## config.mk

```make
export PLATFORM = sky130hd
export DESIGN_NAME = com_op_code_w_sequencer
export DESIGN_NICKNAME = d
export VERILOG_FILES = /design/src/rtl/com_op_code_w_sequencer.sv
export SDC_FILE = /design/constraint.sdc
export NUM_CORES = 1
export LEC_CHECK = 0
export CAP_MARGIN = 0
export CORE_ASPECT_RATIO = 1.2
export CORE_MARGIN = 2
export CORE_UTILIZATION = 55
export CTS_CLUSTER_SIZE = 24
export DETAILED_ROUTE_END_ITERATION = 6
export HOLD_SLACK_MARGIN = 0.06
export MAX_ROUTING_LAYER = met4
export PLACE_DENSITY = 0.89
export SLEW_MARGIN = 20
export SYNTH_ARGS = -nofsm -noshare
export SYNTH_HDL_FRONTEND = slang
export SYNTH_SLANG_ARGS = --single-unit
```

## constraint.sdc

```tcl
create_clock -name clk -period 5.8 [get_ports clk]
set_clock_uncertainty 0.05 [all_clocks]
set_input_delay 1.74 -clock clk [delete_from_list [all_inputs] [get_ports clk]]
set_output_delay 1.74 -clock clk [all_outputs]
set_load 0.005 [all_outputs]
```

## src/rtl/com_op_code_w_sequencer.sv

```systemverilog
// Command sequencer in front of the test-number decoder.
// Decodes single-cycle command writes into a reset pulse, an execute level
// and a latched test number, and tracks the run lifecycle (done, abort,
// watchdog timeout) with sticky status flags for the register bank.
module com_op_code_w_sequencer #(
    parameter int unsigned                 RESET_CYCLES   = 4,
    parameter int unsigned                 TIMEOUT_W      = 24,
    parameter logic [TIMEOUT_W-1:0]        TIMEOUT_CYCLES = 24'hFF_FFFF,
    parameter int unsigned                 TEST_MAX       = 4
) (
    input  logic        clk,
    input  logic        reset_n,
    input  logic        cmd_wr_en,
    input  logic [31:0] cmd_wr_data,
    input  logic        test_done,
    output logic        op_code_w_reset,
    output logic        op_code_w_execute,
    output logic [3:0]  test_number,
    output logic        busy,
    output logic        done_pulse,
    output logic [7:0]  status
);

    localparam logic [3:0] OP_NOP   = 4'd0;
    localparam logic [3:0] OP_RESET = 4'd1;
    localparam logic [3:0] OP_EXEC  = 4'd2;
    localparam logic [3:0] OP_ABORT = 4'd3;
    localparam logic [3:0] OP_CLEAR = 4'd4;

    localparam int unsigned CNT_W = (RESET_CYCLES > 1) ? $clog2(RESET_CYCLES) : 1;
    localparam logic [CNT_W-1:0] RST_LOAD = CNT_W'(RESET_CYCLES - 1);
    localparam logic [TIMEOUT_W-1:0] WDOG_LAST = TIMEOUT_CYCLES - TIMEOUT_W'(1);
    localparam logic WDOG_EN = (TIMEOUT_CYCLES != {TIMEOUT_W{1'b0}});

    typedef enum logic [1:0] {
        ST_IDLE = 2'd0,
        ST_RST  = 2'd1,
        ST_EXEC = 2'd2
    } state_t;

    // A test number is runnable only inside 1..TEST_MAX.
    function automatic logic test_ok(input logic [3:0] tn);
        return (tn != 4'd0) && ({28'd0, tn} <= TEST_MAX);
    endfunction

    state_t               state_r, state_s;
    logic [CNT_W-1:0]     rst_cnt_r, rst_cnt_s;
    logic [TIMEOUT_W-1:0] wdog_r, wdog_s;
    logic [3:0]           test_number_r, test_number_s;
    logic                 done_flag_r, done_flag_s;
    logic                 cmd_err_r, cmd_err_s;
    logic                 timeout_r, timeout_s;
    logic                 reset_out_r, exec_out_r, busy_r, done_pulse_r, done_pulse_s;
    logic [3:0]           op_s;
    logic [3:0]           tn_s;
    logic                 cmd_unused_s;

    assign op_s         = cmd_wr_data[3:0];
    assign tn_s         = cmd_wr_data[7:4];
    assign cmd_unused_s = ^cmd_wr_data[31:8];

    // Next-state, counters and sticky flags for the run lifecycle.
    always_comb begin
        state_s       = state_r;
        rst_cnt_s     = rst_cnt_r;
        wdog_s        = wdog_r;
        test_number_s = test_number_r;
        done_flag_s   = done_flag_r;
        cmd_err_s     = cmd_err_r;
        timeout_s     = timeout_r;
        done_pulse_s  = 1'b0;
        case (state_r)
            ST_IDLE: begin
                if (cmd_wr_en) begin
                    case (op_s)
                        OP_NOP, OP_ABORT: begin
                            state_s = ST_IDLE;
                        end
                        OP_RESET: begin
                            state_s     = ST_RST;
                            rst_cnt_s   = RST_LOAD;
                            done_flag_s = 1'b0;
                            cmd_err_s   = 1'b0;
                            timeout_s   = 1'b0;
                        end
                        OP_EXEC: begin
                            if (test_ok(tn_s)) begin
                                state_s       = ST_EXEC;
                                test_number_s = tn_s;
                                wdog_s        = {TIMEOUT_W{1'b0}};
                                done_flag_s   = 1'b0;
                                timeout_s     = 1'b0;
                            end else begin
                                cmd_err_s = 1'b1;
                            end
                        end
                        OP_CLEAR: begin
                            done_flag_s = 1'b0;
                            cmd_err_s   = 1'b0;
                            timeout_s   = 1'b0;
                        end
                        default: begin
                            cmd_err_s = 1'b1;
                        end
                    endcase
                end else begin
                    state_s = ST_IDLE;
                end
            end
            ST_RST: begin
                if (cmd_wr_en && (op_s == OP_RESET)) begin
                    rst_cnt_s = RST_LOAD;
                end else begin
                    if (cmd_wr_en) begin
                        cmd_err_s = 1'b1;
                    end else begin
                        cmd_err_s = cmd_err_r;
                    end
                    if (rst_cnt_r == {CNT_W{1'b0}}) begin
                        state_s = ST_IDLE;
                    end else begin
                        rst_cnt_s = rst_cnt_r - CNT_W'(1);
                    end
                end
            end
            ST_EXEC: begin
                // Watchdog saturates instead of wrapping.
                if (wdog_r != {TIMEOUT_W{1'b1}}) begin
                    wdog_s = wdog_r + TIMEOUT_W'(1);
                end else begin
                    wdog_s = wdog_r;
                end
                if (cmd_wr_en) begin
                    case (op_s)
                        OP_NOP, OP_RESET, OP_ABORT: begin
                            cmd_err_s = cmd_err_r;
                        end
                        OP_CLEAR: begin
                            done_flag_s = 1'b0;
                            cmd_err_s   = 1'b0;
                            timeout_s   = 1'b0;
                        end
                        default: begin
                            cmd_err_s = 1'b1;
                        end
                    endcase
                end else begin
                    cmd_err_s = cmd_err_r;
                end
                // Exit priority: RESET, ABORT, test_done, watchdog.
                if (cmd_wr_en && (op_s == OP_RESET)) begin
                    state_s     = ST_RST;
                    rst_cnt_s   = RST_LOAD;
                    done_flag_s = 1'b0;
                    cmd_err_s   = 1'b0;
                    timeout_s   = 1'b0;
                end else if (cmd_wr_en && (op_s == OP_ABORT)) begin
                    state_s = ST_IDLE;
                end else if (test_done) begin
                    state_s      = ST_IDLE;
                    done_pulse_s = 1'b1;
                    done_flag_s  = 1'b1;
                end else if (WDOG_EN && (wdog_r == WDOG_LAST)) begin
                    state_s   = ST_IDLE;
                    timeout_s = 1'b1;
                end else begin
                    state_s = ST_EXEC;
                end
            end
            default: begin
                state_s = ST_IDLE;
            end
        endcase
    end

    // State, counters, flags and registered decoder outputs.
    always_ff @(posedge clk or negedge reset_n) begin
        if (!reset_n) begin
            state_r       <= ST_IDLE;
            rst_cnt_r     <= {CNT_W{1'b0}};
            wdog_r        <= {TIMEOUT_W{1'b0}};
            test_number_r <= 4'd0;
            done_flag_r   <= 1'b0;
            cmd_err_r     <= 1'b0;
            timeout_r     <= 1'b0;
            reset_out_r   <= 1'b0;
            exec_out_r    <= 1'b0;
            busy_r        <= 1'b0;
            done_pulse_r  <= 1'b0;
        end else begin
            state_r       <= state_s;
            rst_cnt_r     <= rst_cnt_s;
            wdog_r        <= wdog_s;
            test_number_r <= test_number_s;
            done_flag_r   <= done_flag_s;
            cmd_err_r     <= cmd_err_s;
            timeout_r     <= timeout_s;
            reset_out_r   <= (state_s == ST_RST);
            exec_out_r    <= (state_s == ST_EXEC);
            busy_r        <= (state_s == ST_RST) || (state_s == ST_EXEC);
            done_pulse_r  <= done_pulse_s;
        end
    end

    assign op_code_w_reset   = reset_out_r;
    assign op_code_w_execute = exec_out_r;
    assign test_number       = test_number_r;
    assign busy              = busy_r;
    assign done_pulse        = done_pulse_r;
    assign status            = {4'b0000, timeout_r, cmd_err_r, done_flag_r, busy_r};

endmodule

```

# Yosys cells after proc, flatten, opt, wreduce, memory -nomap -nowiden
# Index checks and enable logic that the tools add are counted.
[word_totals] regBits=39 input_bits=36 output_inout_bits=16 wordCells=107
[classes] addsub=2 order_cmp=1 eq_ne=25 n_mux=50 reduce_logical=18
[op_table] operator="2-to-1 mux 24 bit" n=4
[op_table] operator="one-hot mux 24 bit (2 select lines)" n=1
[op_table] operator="2-to-1 mux 2 bit" n=13
[op_table] operator="adder 24 x 1 -> 24 bit (second input constant)" n=1
[op_table] operator="equality test 24 bit (second input constant)" n=1
[op_table] operator="!= test 24 bit (second input constant)" n=1
[op_table] operator="2-to-1 mux 1 bit" n=23
[op_table] operator="one-hot mux 2 bit (3 select lines)" n=3
[op_table] operator="!= test 2 bit (second input constant)" n=8
[op_table] operator="!= test 3 bit (second input constant)" n=5
[op_table] operator="AND reduction 5 bit" n=2
[op_table] operator="equality test 4 x 2 -> 1 bit (second input constant)" n=2
[op_table] operator="one-hot mux 1 bit (2 select lines)" n=4
[op_table] operator="AND reduction 4 bit" n=2
[op_table] operator="AND reduction 8 bit" n=1
[op_table] operator="one-hot mux 1 bit (3 select lines)" n=2
[op_table] operator="equality test 2 x 1 -> 1 bit (second input constant)" n=2
[op_table] operator="equality test 2 bit (second input constant)" n=2
[op_table] operator="equality test 4 x 1 -> 1 bit (second input constant)" n=1
[op_table] operator="equality test 4 x 3 -> 1 bit (second input constant)" n=1
[op_table] operator="less-or-equal comparator 4 x 3 -> 1 bit (second input constant)" n=1
[op_table] operator="logical NOT 2 bit" n=2
[op_table] operator="logical NOT 4 bit" n=1
[op_table] operator="nonzero test 4 bit" n=1
[op_table] operator="other kinds (9)" n=12

# Longest topological paths before layout
[depth] depth_word=8 depth_mapped=9 depth_no_buf=9

# Worst setup path before layout
# No wires, ideal clock.
[synth_timing] path_kind="input -> register" start="input port cmd_wr_data[5]" end="register wdog_r[19]" setup_time_ps=78 t_arrival_ps=3539 required_ps=5672 setup_slack_ps=2133 stages=5 cell_sequence="or3b_1 > a2111oi_4 > o211ai_4 > or4_1 > a21oi_1"
[synth_between] elab_chain_cells=4 elab_cells_between_ends=5 classes_between="order compare: 1; eq/ne: 1; reduce/logical: 3"
[synth_lines] item="start: declaration" line_no="14" text="input logic [31:0] cmd_wr_data,"
[synth_lines] item="less-or-equal comparator 4 x 3 -> 1 bit / nonzero test 4 bit (equally long branches)" line_no="43" text="return (tn != 4'd0) && ({28'd0, tn} <= TEST_MAX);"
[synth_lines] item="logical AND 1 bit *" line_no="43"
[synth_lines] item="!= test 2 bit (no line) *"
[synth_lines] item="AND reduction 5 bit (no line) *"
[synth_lines] item="end signal: assignment" line_no="181" text="wdog_r <= {TIMEOUT_W{1'b0}};"
[synth_lines] item="end signal: assignment" line_no="193" text="wdog_r <= wdog_s;"
[synth_lines] item="end: declaration" line_no="48" text="logic [TIMEOUT_W-1:0] wdog_r, wdog_s;"
# Every way passes the cells marked *; elsewhere a longest branch is shown, timed or not.
# A chain may end at the register's enable or synchronous reset.

# Final worst setup path
[layout_timing] start="input port cmd_wr_data[6]" end="register wdog_r[22]"
# The elaborated chain is that of the path after synthesis.

==> impl_metrics.env <==
export IMPL_p_leak_uw=0.00107
export IMPL_via_per_inst=6.51
export IMPL_vias=2285
export IMPL_synth_simple_gate_area_frac=0.263
export IMPL_finalCritPeriodShare=0.749
export IMPL_synth_ff_type="dfrtp_1"
export IMPL_drive_gt1_frac=0.0915
export IMPL_overflow=0
export IMPL_synth_area_leaders="dfrtp_1, a21oi_1, ha_1"
export IMPL_syn_to_final_growth_pct=11.1
export IMPL_num_antenna_cells=0
export IMPL_dieWidth_microns=65.7
export IMPL_worst_path_max_delay_cell="a2111oi_4"
export IMPL_finalSetupViolCount=0
export IMPL_postRouteAntennaNets=0
export IMPL_ctsHtreeMaxLevel=2
export IMPL_cts_hold_buffers=0
export IMPL_port_buffers=23
export IMPL_critPathArrivalTime_ns=4.51
export IMPL_num_io_pins=52
export IMPL_worst_pin_slew_ns=0.887
export IMPL_grt_pass1_wl_microns=9400
export IMPL_fin_nets=341
export IMPL_cts_setup_buffers=0
export IMPL_routed_wl_microns=5600
export IMPL_synth_top_family_by_area="simple AND/OR/NAND/NOR gates"
export IMPL_drc=0
export IMPL_crit_chain="clkdlybuf4s50_1 > or3b_1 > a2111oi_4 > o211ai_1 > or4_1 > a21oi_1"
export IMPL_drv_slew=0
export IMPL_finalHoldViolations=0
export IMPL_fin_crit_ns=4.34
export IMPL_syn_area_sq_mm=0.00251
export IMPL_ys_warn_count=0
export IMPL_cellPowerDensity_mw_per_mm2=213
export IMPL_grt_max_degree=40
export IMPL_critical_path_class="input port to flop"
export IMPL_synth_compound_area_frac=0.209
export IMPL_first_pass_iters=5
export IMPL_worst_path_max_fanout=11
export IMPL_synth_mux_area_frac=0.0259
export IMPL_cts_root_buf="clkbuf_8"
export IMPL_synth_edf_count=0
export IMPL_critPathLaunchType="input port"
export IMPL_die_area_sq_mm=0.00513
export IMPL_setup_tns_final_ns=0
export IMPL_synthCells=283
export IMPL_setup_slack_ns=1.46
export IMPL_gp_congestion=0.872
export IMPL_worstSkewPairLatency_ns=0.29
export IMPL_post_cts_resized=0
export IMPL_cts_made_buffers=5
export IMPL_async_flop_share=1.00
export IMPL_synth_top_area_frac=0.388
export IMPL_fp_dieH_microns=78.1
export IMPL_outcome="finished, final reports clean"
export IMPL_critPathBufInv=1
export IMPL_antenna_found_initial=0
export IMPL_hp_class="flop to flop"
export IMPL_crit_required_ns=5.96
export IMPL_clk_pin_slew_ns=0.07
export IMPL_synth_fa_ha_area_frac=0.0448
export IMPL_wl_per_cell_microns=16.0
export IMPL_ys_ff_latch=39
export IMPL_dp_slack_ns=1.18
export IMPL_avgSynthCellArea_sq_um=8.88
export IMPL_dp_hpwl_microns=3930
export IMPL_crit_family="compound AO/OA/AOI/OAI gates"
export IMPL_vdd_drop_max_v=0.000142
export IMPL_endpoint_kind="flop"
export IMPL_synth_cell_types=50
export IMPL_start_util=0.581
export IMPL_fmax_mhz=230
export IMPL_rows=26
export IMPL_core_area_sq_mm=0.00433
export IMPL_p_total_uw=594
export IMPL_drv_cap=0
export IMPL_yosysTopAreaCell="dfrtp_1"
export IMPL_cts_tree="done"
export IMPL_nFillCells=356
export IMPL_grtUsageTotal=0.241
export IMPL_cp_slowest_stage_delay_ns=0.70
export IMPL_cts_buffer_depth=2
export IMPL_grt_pass1_vias=2124
export IMPL_relSlewSlack=0.408
export IMPL_cts_num_sinks=39
export IMPL_drt_iter0_drc=178
export IMPL_synth_seq_area_share=0.388
export IMPL_synthXorXnorAreaFrac=0.00348
export IMPL_rsz0062_at_grt="false"
layout by cell type (no fill, tap or decap), types with 5 or more instances in the layout:
| cell type | n |
|---|---|
| nand2_1 | 20 |
| o31ai_1 | 15 |
| or2_2 | 6 |
| ha_1 | 9 |
| clkdlybuf4s50_1 | 22 |
| a21oi_1 | 28 |
| nand4_1 | 9 |
| inv_1 | 12 |
| or3_1 | 6 |
| dfrtp_1 | 39 |
| nor2_1 | 16 |
| clkbuf_8 | 5 |
| nand3_1 | 15 |
| o21ai_0 | 13 |
| or4_1 | 11 |
| and3_1 | 5 |
cell type report:
| type | instances | area (sq um) | share of cell area |
|---|---|---|---|
| Tap cell | 56 | 70.1 | 0.0251 |
| Sequential cell | 39 | 976 | 0.350 |
| Multi-Input combinational cell | 213 | 1390 | 0.497 |
| Inverter | 12 | 45.0 | 0.0161 |
| Timing Repair Buffer | 25 | 240 | 0.0861 |
| Clock buffer | 6 | 72.6 | 0.0260 |
routing by layer:
metal	global-route usage	part of all wire	vias up
met5	-	0	-
met4	0.0958	0.024	0
met3	0.0444	0.048	20
met2	0.413	0.52	80
met1	0.275	0.41	1114
li1	-	-	1071
registers in the layout (all words and copies together), names as in the netlist:
register and flops:
cmd_err_r 1, op_code_w_execute 1, state_r 2, timeout_r 1, wdog_r 24, op_code_w_reset 1, done_flag_r 1, test_number 4
busy 1, rst_cnt_r 2, done_pulse 1
final timing paths:
check,startpoint,endpoint,slack (ns),cells after the start
hold / removal,rst_cnt_r[0],rst_cnt_r[0],0.42,1
max in group asynchronous,reset_n,test_number[1],3.63,1
min in group asynchronous,reset_n,wdog_r[0],1.52,1
hold reg to reg,rst_cnt_r[0],rst_cnt_r[0],0.42,1
setup reg to reg,state_r[0],wdog_r[22],2.76,7
setup / recovery,cmd_wr_data[6],wdog_r[22],1.46,6
worst reg2reg max path, stage by stage (launching register included):
cell and delay (ns):
dfrtp_1 0.43, inv_1 0.10, ha_1 0.36, nand2_1 0.24, a2111oi_4 0.69, o211ai_1 0.43, or4_1 0.50, a21oi_1 0.16
Yosys cell counts (5+ instances only):
master and instances:
a21oi_1 28, and3_1 5, buf_4 8, clkbuf_1 11, dfrtp_1 39, ha_1 9, inv_1 12, nand2_1 20
nand3_1 15, nand4_1 9, nor2_1 16, o21ai_0 13, o31ai_1 15, or2_2 6, or3_1 6, or4_1 11
metrics by stage:
stage | area, sq um | utilization | hold WS (ns) | std cells
2_1_floorplan | 2520 | - | 0.390 | 286
3_3_place_gp | 2720 | 0.628 | 0.406 | 345
3_5_place_dp | 2720 | 0.628 | 0.417 | 345
4_1_cts | 2790 | 0.645 | 0.426 | 351
5_1_grt | 2790 | 0.645 | 0.443 | 351
6_report | 2790 | 0.645 | 0.423 | 351
power breakdown:
part           switching [uW]  internal (uW)  total, uW
registers                16.3            291        308
clock network            88.4           80.1        168
logic                    60.3           57.4        118
total                     165            429        594
kinds of logic (layout without fill, tap and decap cells):
group,count (synthesis),in the layout
compound gates,77,77
xor+xnor,1,1
fa+ha+maj,9,9
buf+inv,34,43
flops,39,39
mux,6,6
other cells,1,4
simple gates,116,116
Note: power is estimated with default switching activity, not from simulation.
